===== config.mk =====
export PLATFORM = sky130hd
export DESIGN_NAME = synapse_array_seq_flat
export DESIGN_NICKNAME = d
export VERILOG_FILES = /design/src/rtl/synapse_array_seq_if.sv /design/src/rtl/synapse_array_seq.sv /design/src/flat_wrapper.sv
export SDC_FILE = /design/constraint.sdc
export NUM_CORES = 1
export LEC_CHECK = 0
export ABC_AREA = 1
export BUFFER_PORTS_ARGS = -buffer_cell sky130_fd_sc_hd__buf_2
export CAP_MARGIN = 20
export CELL_PAD_IN_SITES_DETAIL_PLACEMENT = 1
export CELL_PAD_IN_SITES_GLOBAL_PLACEMENT = 1
export CORE_ASPECT_RATIO = 1.4
export CORE_UTILIZATION = 48
export CTS_CLUSTER_SIZE = 16
export DETAILED_ROUTE_END_ITERATION = 6
export GPL_ROUTABILITY_DRIVEN = 0
export GPL_TIMING_DRIVEN = 0
export PLACE_DENSITY = 0.78
export SLEW_MARGIN = 40
export SYNTH_ARGS = -nofsm -noshare
export SYNTH_HDL_FRONTEND = slang
export SYNTH_SLANG_ARGS = --single-unit

===== constraint.sdc =====
create_clock -name clk -period 18.8 [get_ports clk]
set_clock_uncertainty 0.2 [all_clocks]
set_input_delay 1.88 -clock clk [delete_from_list [all_inputs] [get_ports clk]]
set_output_delay 1.88 -clock clk [all_outputs]
set_load 0.1 [all_outputs]

===== src/rtl/synapse_array_seq_if.sv =====
// Signal bundle for synapse_array_seq: update handshake, weight write port and neuron vectors.
// master drives requests and weights; slave is the synapse array itself.
interface synapse_array_seq_if #(
    parameter int N  = 15,
    parameter int WW = 2
);
    localparam int AW = $clog2(N);

    logic          start;
    logic [N-1:0]  nout;
    logic          w_we;
    logic [AW-1:0] w_row;
    logic [AW-1:0] w_col;
    logic [WW-1:0] w_data;
    logic [N-1:0]  nin;
    logic          busy;
    logic          done;
    logic          wr_rej;

    modport master (
        output start, nout, w_we, w_row, w_col, w_data,
        input  nin, busy, done, wr_rej
    );

    modport slave (
        input  start, nout, w_we, w_row, w_col, w_data,
        output nin, busy, done, wr_rej
    );
endinterface


===== src/rtl/synapse_array_seq.sv =====
// Sequential Hopfield-style synapse array: one weight row per cycle against a captured nout snapshot.
// Define SYN_TIE_HOLD_EN to make a tied row keep its current nin bit instead of resolving to 0.
//
// state | meaning
// IDLE  | waiting for start; weight writes accepted
// RUN   | evaluating row cnt_q into the shadow vector
// DONE  | loading shadow into nin and pulsing done
module synapse_array_seq #(
    parameter int N  = 15,
    parameter int WW = 2
) (
    input logic               clk,
    input logic               rst_n,
    synapse_array_seq_if.slave bus
);
    localparam int AW = $clog2(N);
    localparam int SW = $clog2(N * ((1 << WW) - 1) + 1);

    typedef enum logic [1:0] {IDLE, RUN, DONE} state_t;

    state_t                         state_q, state_d;
    logic [N-1:0][N-1:0][WW-1:0]    w_q;
    logic [N-1:0]                   snap_q;
    logic [N-1:0]                   shadow_q;
    logic [N-1:0]                   nin_q;
    logic [AW-1:0]                  cnt_q;
    logic                           done_q;
    logic                           wr_rej_q;

    logic                           snap_ld;
    logic                           row_en;
    logic                           nin_ld;
    logic                           last_row;
    logic                           addr_ok;
    logic                           wr_ok;
    logic                           wr_bad;
    logic [SW-1:0]                  sum1;
    logic [SW-1:0]                  sum0;
    logic                           row_bit;

    assign last_row = (cnt_q == AW'(N - 1));
    assign addr_ok  = (int'(bus.w_row) < N) && (int'(bus.w_col) < N);
    assign wr_ok    = bus.w_we && (state_q == IDLE) && addr_ok;
    assign wr_bad   = bus.w_we && !wr_ok;

    always_ff @(posedge clk or negedge rst_n) begin
        if (!rst_n) begin
            state_q <= IDLE;
        end else begin
            state_q <= state_d;
        end
    end

    always_comb begin
        state_d = state_q;
        snap_ld = 1'b0;
        row_en  = 1'b0;
        nin_ld  = 1'b0;
        case (state_q)
            IDLE: begin
                if (bus.start) begin
                    snap_ld = 1'b1;
                    state_d = RUN;
                end
            end
            RUN: begin
                row_en = 1'b1;
                if (last_row) begin
                    state_d = DONE;
                end
            end
            DONE: begin
                nin_ld  = 1'b1;
                state_d = IDLE;
            end
            default: state_d = IDLE;
        endcase
    end

    // A write sampled on the same edge as start commits before row 0 is read one cycle later.
    always_ff @(posedge clk or negedge rst_n) begin
        if (!rst_n) begin
            w_q <= '0;
        end else if (wr_ok) begin
            w_q[bus.w_row][bus.w_col] <= bus.w_data;
        end
    end

    always_comb begin
        sum1 = '0;
        sum0 = '0;
        for (int l = 0; l < N; l++) begin
            if (snap_q[l]) begin
                sum1 = sum1 + SW'(w_q[cnt_q][l]);
            end else begin
                sum0 = sum0 + SW'(w_q[cnt_q][l]);
            end
        end
    end

`ifdef SYN_TIE_HOLD_EN
    assign row_bit = (sum1 > sum0) || ((sum1 == sum0) && nin_q[cnt_q]);
`else
    assign row_bit = (sum1 > sum0);
`endif

    always_ff @(posedge clk or negedge rst_n) begin
        if (!rst_n) begin
            snap_q <= '0;
            cnt_q  <= '0;
        end else if (snap_ld) begin
            snap_q <= bus.nout;
            cnt_q  <= '0;
        end else if (row_en && !last_row) begin
            cnt_q  <= cnt_q + 1'b1;
        end
    end

    // Results stage in shadow so nin switches all bits in a single edge.
    always_ff @(posedge clk or negedge rst_n) begin
        if (!rst_n) begin
            shadow_q <= '0;
        end else if (row_en) begin
            shadow_q[cnt_q] <= row_bit;
        end
    end

    always_ff @(posedge clk or negedge rst_n) begin
        if (!rst_n) begin
            nin_q    <= '0;
            done_q   <= 1'b0;
            wr_rej_q <= 1'b0;
        end else begin
            if (nin_ld) begin
                nin_q <= shadow_q;
            end
            done_q   <= nin_ld;
            wr_rej_q <= wr_bad;
        end
    end

    assign bus.nin    = nin_q;
    assign bus.busy   = (state_q != IDLE);
    assign bus.done   = done_q;
    assign bus.wr_rej = wr_rej_q;
endmodule


===== src/flat_wrapper.sv =====
// flat-port wrapper written by rule: the top's interface ports become plain ports
module synapse_array_seq_flat 
#(
    parameter int N  = 15,
    parameter int WW = 2
)
  (clk, rst_n, bus_start, bus_nout, bus_w_we, bus_w_row, bus_w_col, bus_w_data, bus_nin, bus_busy, bus_done, bus_wr_rej);
  synapse_array_seq_if #(.N(N), .WW(WW)) bus_i ();
  input logic clk;
  input logic rst_n;
  input wire logic [$bits(bus_i.start)-1:0] bus_start;
  input wire logic [$bits(bus_i.nout)-1:0] bus_nout;
  input wire logic [$bits(bus_i.w_we)-1:0] bus_w_we;
  input wire logic [$bits(bus_i.w_row)-1:0] bus_w_row;
  input wire logic [$bits(bus_i.w_col)-1:0] bus_w_col;
  input wire logic [$bits(bus_i.w_data)-1:0] bus_w_data;
  output wire logic [$bits(bus_i.nin)-1:0] bus_nin;
  output wire logic [$bits(bus_i.busy)-1:0] bus_busy;
  output wire logic [$bits(bus_i.done)-1:0] bus_done;
  output wire logic [$bits(bus_i.wr_rej)-1:0] bus_wr_rej;
  assign bus_i.start = bus_start;
  assign bus_i.nout = bus_nout;
  assign bus_i.w_we = bus_w_we;
  assign bus_i.w_row = bus_w_row;
  assign bus_i.w_col = bus_w_col;
  assign bus_i.w_data = bus_w_data;
  assign bus_nin = bus_i.nin;
  assign bus_busy = bus_i.busy;
  assign bus_done = bus_i.done;
  assign bus_wr_rej = bus_i.wr_rej;
  synapse_array_seq #(.N(N), .WW(WW)) u_core (.clk(clk), .rst_n(rst_n), .bus(bus_i));
endmodule

Word level (Yosys, flattened, before mapping)
Index checks and enable logic that the tools add are counted.
{"block": "classes", "add_sub_neg": 29, "muxes": 49, "reduce_logical": 14, "eq_ne": 5, "order_cmp": 9}
{"cell": "bitwise mux 450 bit", "count": 1}
{"cell": "two-way mux 6 bit", "count": 28}
{"cell": "adder 6 x 2 -> 6 bit", "count": 26}
{"cell": "binary-select mux 30 bit (select 4 bit)", "count": 1}
{"cell": "demux 30 bit (select 4 bit)", "count": 1}
{"cell": "two-way mux 30 bit", "count": 2}
{"cell": "bitwise mux 15 bit", "count": 1}
{"cell": "< comparator 4 x 5 -> 1 bit, second input constant", "count": 3}
{"cell": "greater-or-equal comparator 4 x 1 -> 1 bit, second input constant", "count": 3}
{"cell": "two-way mux 2 bit", "count": 5}
{"cell": "demux 2 bit (select 4 bit)", "count": 1}
{"cell": "logical AND 1 bit", "count": 8}
{"cell": "< comparator 4 bit, second input constant", "count": 2}
{"cell": "two-way mux 4 bit", "count": 2}
{"cell": "adder 2 x 2 -> 3 bit", "count": 2}
{"cell": "> comparator 6 bit", "count": 1}
{"cell": "two-way mux 1 bit", "count": 5}
{"cell": "adder 4 x 1 -> 4 bit, second input constant", "count": 1}
{"cell": "demux 1 bit (select 4 bit)", "count": 1}
{"cell": "equality test 4 bit, second input constant", "count": 1}
{"cell": "case mux 2 bit (2 select lines)", "count": 1}
{"cell": "nonzero test 2 bit", "count": 2}
{"cell": "equality test 2 x 1 -> 1 bit, second input constant", "count": 1}
{"cell": "equality test 2 bit, second input constant", "count": 1}
{"cell": "other kinds (5)", "count": 6}
{"block": "word_totals", "input_bits": 29, "output_inout_bits": 18, "ff_bits": 503, "word_cells": 338}

Longest topological paths before layout
Gate-level depths: netlist of run 1.
{"block": "depth", "depth_word": 33, "mapped_depth": 76, "ltp_nobuf": 74}

Least setup slack after synthesis of run 1
No wires, ideal clock.
{"block": "synth_path", "path_kind": "register to register", "from": "register u_core.cnt_q[0]", "to": "register u_core.shadow_q[0]", "period_less_slack_ns": 14.698, "n_path_buf": 6, "t_arrival_ns": 14.361, "setup_ns": 0.137, "setup_slack_ns": 4.102, "required_time_ns": 18.463, "stages_incl_launch_ff": 70, "cell_sequence": "dfrtp_1 clkbuf_1 inv_1 clkbuf_1 clkbuf_1 clkbuf_1 clkbuf_1 nand3_1 o211ai_1 o21ai_0 a221oi_1 ha_1 inv_1 fa_1 or2_2 nand2_1 inv_1 fa_1 (+34 left out) nand2_1 nand2_1 fa_1 or2_2 nand2_1 inv_1 fa_1 or2_2 nor3_2 xnor2_1 inv_1 ha_1 nand2_1 nor2_1 a21oi_1 a32o_1 clkbuf_1 a21oi_1"}
{"block": "synth_between", "elab_chain_cells": 33, "elab_cells_between_ends": 67, "cone_classes": "28 x add/sub; 3 x order compare; 35 x mux; 1 x reduce/logical"}
{"item": "start: declaration", "line_no": "synapse_array_seq.sv:26", "rtl": "logic [AW-1:0] cnt_q;"}
{"item": "start signal: assignment", "line_no": "synapse_array_seq.sv:115", "rtl": "cnt_q <= cnt_q + 1'b1;"}
{"item": "binary-select mux 30 bit (select 4 bit)", "line_no": "synapse_array_seq.sv:94, synapse_array_seq.sv:96"}
{"item": "two-way mux 30 bit (not written as such)", "line_no": "synapse_array_seq.sv:94, synapse_array_seq.sv:96"}
{"item": "two-way mux 2 bit", "line_no": "synapse_array_seq.sv:93", "rtl": "if (snap_q[l]) begin"}
{"item": "adder 2 x 2 -> 3 bit, on equally long branches", "line_no": "synapse_array_seq.sv:94, synapse_array_seq.sv:96"}
{"item": "two-way mux 6 bit", "line_no": "synapse_array_seq.sv:93"}
{"item": "adder 6 x 2 -> 6 bit, on equally long branches", "line_no": "synapse_array_seq.sv:94, synapse_array_seq.sv:96"}
{"item": "two-way mux 6 bit", "line_no": "synapse_array_seq.sv:93"}
{"item": "adder 6 x 2 -> 6 bit, on equally long branches", "line_no": "synapse_array_seq.sv:94, synapse_array_seq.sv:96"}
{"item": "(+17 left out)"}
{"item": "adder 6 x 2 -> 6 bit, on equally long branches", "line_no": "synapse_array_seq.sv:94, synapse_array_seq.sv:96"}
{"item": "two-way mux 6 bit", "line_no": "synapse_array_seq.sv:93"}
{"item": "adder 6 x 2 -> 6 bit, on equally long branches", "line_no": "synapse_array_seq.sv:94, synapse_array_seq.sv:96"}
{"item": "two-way mux 6 bit", "line_no": "synapse_array_seq.sv:93"}
{"item": "adder 6 x 2 -> 6 bit, on equally long branches", "line_no": "synapse_array_seq.sv:94, synapse_array_seq.sv:96"}
{"item": "two-way mux 6 bit", "line_no": "synapse_array_seq.sv:93"}
{"item": "> comparator 6 bit", "line_no": "synapse_array_seq.sv:104", "rtl": "assign row_bit = (sum1 > sum0);"}
{"item": "bitwise mux 15 bit *", "line_no": "synapse_array_seq.sv:124", "rtl": "shadow_q[cnt_q] <= row_bit;"}
{"item": "end signal: indexed assignment", "line_no": "synapse_array_seq.sv:124"}
{"item": "end: declaration", "line_no": "synapse_array_seq.sv:24", "rtl": "logic [N-1:0] shadow_q;"}
Mark *: on every way between the ends. The rest lies on a longest branch, timed or not. The select of a mux whose other input is x is not followed.
A chain may end at the register's enable or synchronous reset.

Final worst setup path of run 1
{"block": "layout_path", "from": "register u_core.cnt_q[0]", "to": "register u_core.shadow_q[12]"}
The elaborated chain is that of the path after synthesis.

==> impl_results.md, run 1 <==
* Buffers from clock root to sink, at most at 3
* Worst path required time at about 19 ns
* Worst skew pair latency at ~0.63 ns
* Net count of the mapped netlist at 3810
* Register cell area after layout at around 13000 um^2
* Fraction of post-synthesis cell area in the top cell type by area at 0.455
* Overflow left after global routing at 0
* Dominant cells by area after synthesis: dfrtp_1, nand2_1, o21ai_0
* Detailed router's first-iteration violation count at approximately 2400
* Detailed Route WL at 120 mm
* Placement-stage worst setup slack at between 0.9 and 1 ns
* Detailed-placement wirelength estimate at just under 90 mm
* Number of setup buffers added after CTS at 0
* Async set-or-reset flop fraction in the synthesized netlist at 1.00
* Final setup violation count at 0
* Fraction of power consumed by the clock network at 0.158
* Slew at the pin with the worst max-slew slack at approximately 1 ns
* Core Footprint at 56700 um^2
* Yosys warns at 0
* Quantity of I/O buffers inserted on ports at 46
* Starting utilization of the core area at 0.488
* Leak pwr at about 14 nW
* Initial DRT Pass Iterations at 6
* Post-DR vias/cell at around 6.1
* Portion of the clock cycle consumed by the worst path in the final layout at 0.942
* Total of hold buffers inserted after clock tree synthesis at 0
* Fin Setup TNS at 0 ns
* Post-layout nets at roughly 4000
* Routed via count at between 20000 and 30000
* Number of hold violations in the final report at 0
* Total DRC errors in the routed layout at 0
* Clk sink count at 503
* Clock transition at the registers of the reported paths at 0.07 ns
* Width of the die at a little over 200 um
* Cell area after layout at slightly above 30000 um^2
* Switching share of power at 0.548
* Fill cell instance count of the final layout at between 7000 and 8000
* Number of nets with antenna violations after detailed routing at 0
* H-tree depth at 2
* Type of origin of the critical path: flop
* Number of different library cells in the post-synthesis netlist at between 40 and 50
* Total power density per cell area at roughly 230 nW/um^2
* Number of rows created at floorplan at between 100 and 150
* All-Layer GR Usage at 0.415
* Top-count cell post-synth: nand2_1
* Post-Synth XOR/XNOR Area at 0.00185
* Setup WS post-layout at 1.09 ns
* First-pass GRT wire length at between 150 and 200 mm
* Clock tree from TritonCTS: done
* DR WL/cell at 26.2 um
* Synthesized netlist cell count at about 3700
* Delay of the slowest cell on the worst path at between 0.5 and 0.6 ns
* Max-slew headroom at 0.342
* Synth Area per Inst at between 7 and 8 um^2
* Area of the multi-input gates at roughly 14000 um^2
* Combined area of all synthesized cells at between 20000 and 30000 um^2
* Most area-hungry cell type in the Yosys netlist: dfrtp_1
* Timing-limited maximum frequency at between 50 and 60 MHz
* Post-synthesis mux area share at 0
* Cell with the biggest individual delay on the critical path: clkbuf_1
* Min cycle time layout at 17.71 ns
* Die Y-Extent at about 290 um
* Count of pins on the block boundary at 47
* Unrepaired setup endpoints after global routing: false
* Count of maximum capacitance violations at 0
* Logic pwr share at 0.669
* Predominant post-synthesis flop cell: dfrtp_1
* Switching component of the power at approximately 3.8 mW
* Cell count after placement at between 4000 and 5000
* Post-synthesis simple-gate area fraction at 0.277
* Complex-gate fraction of the synthesized area at 0.160
* Total clock buffers created by CTS at 51
* Result of the run: complete, no violations
* Critical-path maximum fanout at 10
* Area of the die at approximately 59000 um^2
* Via count of the first global-routing pass at between 20000 and 30000
* Type of the setup path with the least slack: flop to flop
* Flops & latches, synth at between 500 and 600
* Max IR drop VDD at approximately 370 uV
* Slew Limit Fails at 0
* Cells resized by post-CTS repair at 0
* Area growth syn-to-layout at 11.5%
* Adder-Cell Fraction of Synth Area at 0.0492
* Top cell types by occurrence after synthesis: nand2_1, o21ai_0, dfrtp_1
* Critical Path AT at around 18 ns
* Clock Tree Root: clkbuf_16
* Worst path most repeated cell: nand2_1
* Sequential cell area fraction in the yosys report at 0.455
* Worst hold path type: flop to flop
* Cell internal pwr at 3.17 mW
* Largest net degree at the start of global routing at 76
* Number of enable-type register cells in the synthesized netlist at 0
* Initial antenna violation count at 8
* CP Capture Type: flop
* Finished Layout Cells at between 4000 and 5000
* Combinational family with the most area after synthesis: simple AND/OR/NAND/NOR gates
* Sequential Power Share at 0.173
* Ratio of cells with drive above 1 in the final layout at 0.0779
* Cell area after placement at a little under 30000 um^2
* Final Core Density at 0.544
[cell families (layout without fill, tap and decap cells)]
group,count (synthesis),after routing
adder cells (fa/ha/maj),92,92
buffers and inverters,413,561
AND/OR/NAND/NOR,1826,1826
other,0,4
flip-flops,503,503
XOR/XNOR,5,5
AO/OA/AOI/OAI,850,850
[worst max-delay path, delay by kind of cell (launching register included)]
| kind | cells | cell delay [ns] |
|---|---|---|
| AO/OA/AOI/OAI | 6 | 1.66 |
| XOR/XNOR | 1 | 0.14 |
| adder cells (fa/ha/maj) | 16 | 6.86 |
| buffers and inverters | 15 | 3.43 |
| flip-flops | 1 | 0.40 |
| AND/OR/NAND/NOR | 30 | 4.81 |
[path summary, 6_finish.rpt]
check	start	end	slack (ns)	cells past startpoint
max in group asynchronous	rst_n	u_core.w_q[284]	15.56	5
worst max register to register	u_core.cnt_q[0]	u_core.shadow_q[12]	1.09	68
worst min-delay path	u_core.bus.nin[3]	u_core.bus.nin[3]	0.27	2
worst min register to register	u_core.bus.nin[3]	u_core.bus.nin[3]	0.27	2
worst max-delay path	u_core.cnt_q[0]	u_core.shadow_q[12]	1.09	68
min in group asynchronous	rst_n	u_core.bus.nin[7]	0.94	1
[cell type report]
cell class,instances,area share
Antenna cell,4,0.000325
Sequential cell,503,0.408
Multi-Input combinational cell,2773,0.438
Clock inverter,14,0.00645
Tap cell,735,0.0298
Timing Repair Buffer,55,0.0146
Clock buffer,79,0.0507
Inverter,232,0.0283
Buffer,181,0.0237
[through the flow]
step | hold slack (ns) | power (mW)
after detailed placement | 0.263 | 5.83
after global routing | 0.297 | 7.55
after global placement | 0.250 | 5.58
after floorplan | 0.248 | 4.31
after CTS | 0.279 | 6.95
final | 0.274 | 7.01
[routing by layer]
layer,up-vias,global-route usage,share of wire
met3,464,0.0843,0.083
met5,-,0,0.00042
met4,8,0.333,0.094
li1,12300,-,-
met1,14000,0.481,0.36
met2,1302,0.666,0.46
[power groups by stage]
stage | sequential [mW] | combinational, mW | clock, mW
2_1_floorplan | 1.32 | 3.00 | 0
3_3_place_gp | 1.23 | 4.35 | 0
3_5_place_dp | 1.23 | 4.60 | 0
4_1_cts | 1.21 | 4.64 | 1.10
5_1_grt | 1.22 | 5.19 | 1.14
6_report | 1.21 | 4.69 | 1.11
[sequential cells by signal (all words and copies together) (netlist names)]
name,flops
u_core.cnt_q,4
u_core.shadow_q,15
u_core.state_q,2
u_core.snap_q,15
u_core.bus.nin,15
u_core.w_q,450
u_core.bus.done,1
u_core.bus.wr_rej,1
[layout by cell type (no fill, tap or decap), drive strengths merged, types with 3 or more instances in the layout]
| cell type | instances |
|---|---|
| fa | 28 |
| buf | 66 |
| nand3b | 11 |
| or2 | 28 |
| nor2 | 352 |
| a21oi | 50 |
| a32o | 6 |
| inv | 229 |
| and2 | 10 |
| o21ai | 704 |
| xnor2 | 3 |
| clkinv | 13 |
| o22ai | 78 |
| clkbuf | 249 |
| diode | 4 |
| nand2 | 1191 |
| ha | 64 |
| dfrtp | 503 |
| nand4 | 30 |
| a21o | 3 |
| nor3 | 21 |
| bufinv | 4 |
| nand3 | 182 |
No activity file was read; power rests on OpenSTA's default activity.
==> run 2: changes to the inputs <==
- CELL_PAD_IN_SITES_DETAIL_PLACEMENT: 1 -> 0
==> impl_results.md, run 2 (same netlist as run 1, synthesis figures left out) <==
* Result of the run: finished, violations left
* Violations in the final reports: DRC
* Slew Limit Fails at 0 (unchanged)
* DR WL/cell at 24.2 um (-7.8%)
* Leading cell type in the layout, fill and taps excluded: nand2_1
* Count of pins on the block boundary at 47 (unchanged)
* Unrepaired setup endpoints after global routing: false
* Clk sink count at 503 (unchanged)
* Largest register by flop count: u_core.w_q
* Clock transition at the registers of the reported paths at 0.06 ns (about the same)
* Commonest non-fill, non-tap cells in the layout: nand2_1, o21ai_0, dfrtp_1
* Max IR drop VDD at 348 uV (-4.8%)
* Delay of the slowest cell on the worst path at 0.67 ns (+0.14 ns)
* Count of maximum capacitance violations at 0 (unchanged)
* Portion of the clock cycle consumed by the worst path in the final layout at 0.941 (about the same)
* Routed via count at 27200 (-3.3%)
* H-tree depth at 2 (unchanged)
* Max-slew headroom at 0.340 (-0.00202)
* Number of hold violations in the final report at 0 (unchanged)
* Worst skew pair latency at 0.64 ns (about the same)
* Quantity of I/O buffers inserted on ports at 46 (unchanged)
* Post-layout power at 6.73 mW (-4.0%)
* Detailed router's first-iteration violation count at 3004 (+28%)
* Final setup violation count at 0 (unchanged)
* Register cell area after layout at 12600 um^2 (unchanged)
* Total DRC errors in the routed layout at 1 (+1)
* Area growth syn-to-layout at 10.8%
* Cells resized by post-CTS repair at 0 (unchanged)
* Die Y-Extent at 286 um (unchanged)
* Detailed-placement wirelength estimate at 80.6 mm (-8.0%)
* Cell with the biggest individual delay on the critical path: clkbuf_1
* Initial DRT Pass Iterations at 7 (+1)
* Width of the die at 205 um (unchanged)
* Number of nets with antenna violations after detailed routing at 0 (unchanged)
* Overflow left after global routing at 0 (unchanged)
* Starting utilization of the core area at 0.488 (unchanged)
* Via count of the first global-routing pass at 26400 (-11%)
* Core Footprint at 56700 um^2 (unchanged)
* Detailed Route WL at 110 mm (-8.1%)
* Max FFs per register at 450 (unchanged)
* Area of the die at 58600 um^2 (unchanged)
* Top cell family by delay on the critical path: adder cells
* Number of rows created at floorplan at 103 (unchanged)
* Critical-path maximum fanout at 10 (unchanged)
* Clock Tree Root: clkbuf_16
* Fin Setup TNS at 0 ns (unchanged)
* Final Core Density at 0.540 (-0.00351)
* Min cycle time layout at 17.70 ns (-0.0131 ns)
* Total inserted antenna cells at 0 (-4)
* Worst path most repeated cell: nand2_1
* Slew at the pin with the worst max-slew slack at 0.990 ns (+0.00303 ns)
* Critical Path AT at 17.96 ns (-0.02 ns)
* Largest net degree at the start of global routing at 76 (unchanged)
* Area of the multi-input gates at 13500 um^2 (unchanged)
* Clock tree from TritonCTS: done
* Worst hold path type: flop to flop
* Worst path required time at 19.07 ns (about the same)
* Total of hold buffers inserted after clock tree synthesis at 0 (unchanged)
* Timing-limited maximum frequency at 56.5 MHz (about the same)
* Total clock buffers created by CTS at 52 (+2.0%)
* Post-layout nets at 3918 (unchanged)
* CP Capture Type: flop
* Total power density per cell area at 220 nW/um^2 (-3.4%)
* Number of setup buffers added after CTS at 0 (unchanged)
* Buffers from clock root to sink, at most at 3 (unchanged)
* Post-DR vias/cell at 5.96 (-3.0%)
* Fill cell instance count of the final layout at 5561 (-23%)
* Ratio of cells with drive above 1 in the final layout at 0.0755 (-0.00239)
* Type of origin of the critical path: flop
* First-pass GRT wire length at 163 mm (-8.8%)
* Initial antenna violation count at 5 (-3)
* Cell area after placement at 29000 um^2 (unchanged)
* Cell area after layout at 30600 um^2 (-0.64%)
* Type of the setup path with the least slack: flop to flop
* All-Layer GR Usage at 0.382 (-0.0337)
* Bufs and invs on worst path at 15 (unchanged)
* Leak pwr at 14.0 nW (-0.73%)
==> run 2: changes by cell type in the layout (fill, tap and decap cells not counted), sizes merged <==
cell	previous run	this run
clkinvlp	0	1
clkbuf	249	241
bufinv	4	0
inv	229	228
diode	4	0
clkinv	13	15
buf	66	65
==> run 2: final timing paths <==
kind                               startpoint                   to  slack [ns]  cells after the start
setup / recovery              u_core.cnt_q[0]  u_core.shadow_q[11]        1.10                     69
hold / removal             u_core.bus.nin[14]   u_core.bus.nin[14]        0.27                      2
setup reg to reg              u_core.cnt_q[0]  u_core.shadow_q[11]        1.10                     69
hold reg to reg            u_core.bus.nin[14]   u_core.bus.nin[14]        0.27                      2
max in group asynchronous               rst_n      u_core.w_q[338]       15.57                      5
min in group asynchronous               rst_n    u_core.bus.nin[6]        0.95                      1
==> run 2: tightest hold or removal path: cells and delay by family (launching register included) <==
family	cells	cell delay [ns]
flops	1	0.34
simple gates	2	0.09
==> run 2: routing by layer <==
layer / GRT usage / wire length (um) / vias to the layer above
li1: - / - / 12300
met3: 0.0689 / 10400 / 415
met5: 0 / 39 / -
met1: 0.461 / 40200 / 13000
met4: 0.283 / 9360 / 8
met2: 0.608 / 50300 / 1441
==> run 2: power by group <==
part | switching, mW | total (mW) | internal (mW)
clock | 0.454 | 1.01 | 0.554
sequential | 0.0534 | 1.21 | 1.16
combinational | 3.14 | 4.51 | 1.37
==> run 2: layout make-up <==
type | instances | area share
clock buffer | 71 | 0.0490
sequential | 503 | 0.411
timing repair buffer | 54 | 0.0145
inverter | 232 | 0.0285
multi-input combinational | 2773 | 0.441
buffer | 181 | 0.0236
tap | 735 | 0.0300
clock inverter | 12 | 0.00278
==> run 2: metrics by stage <==
step | cells | setup slack, ns | hold slack [ns]
floorplan | 3689 | 4.10 | 0.248
global placement | 4470 | 1.47 | 0.250
detailed placement | 4478 | 1.18 | 0.257
CTS | 4561 | 1.14 | 0.272
global route | 4561 | 0.178 | 0.294
finish | 4561 | 1.10 | 0.266
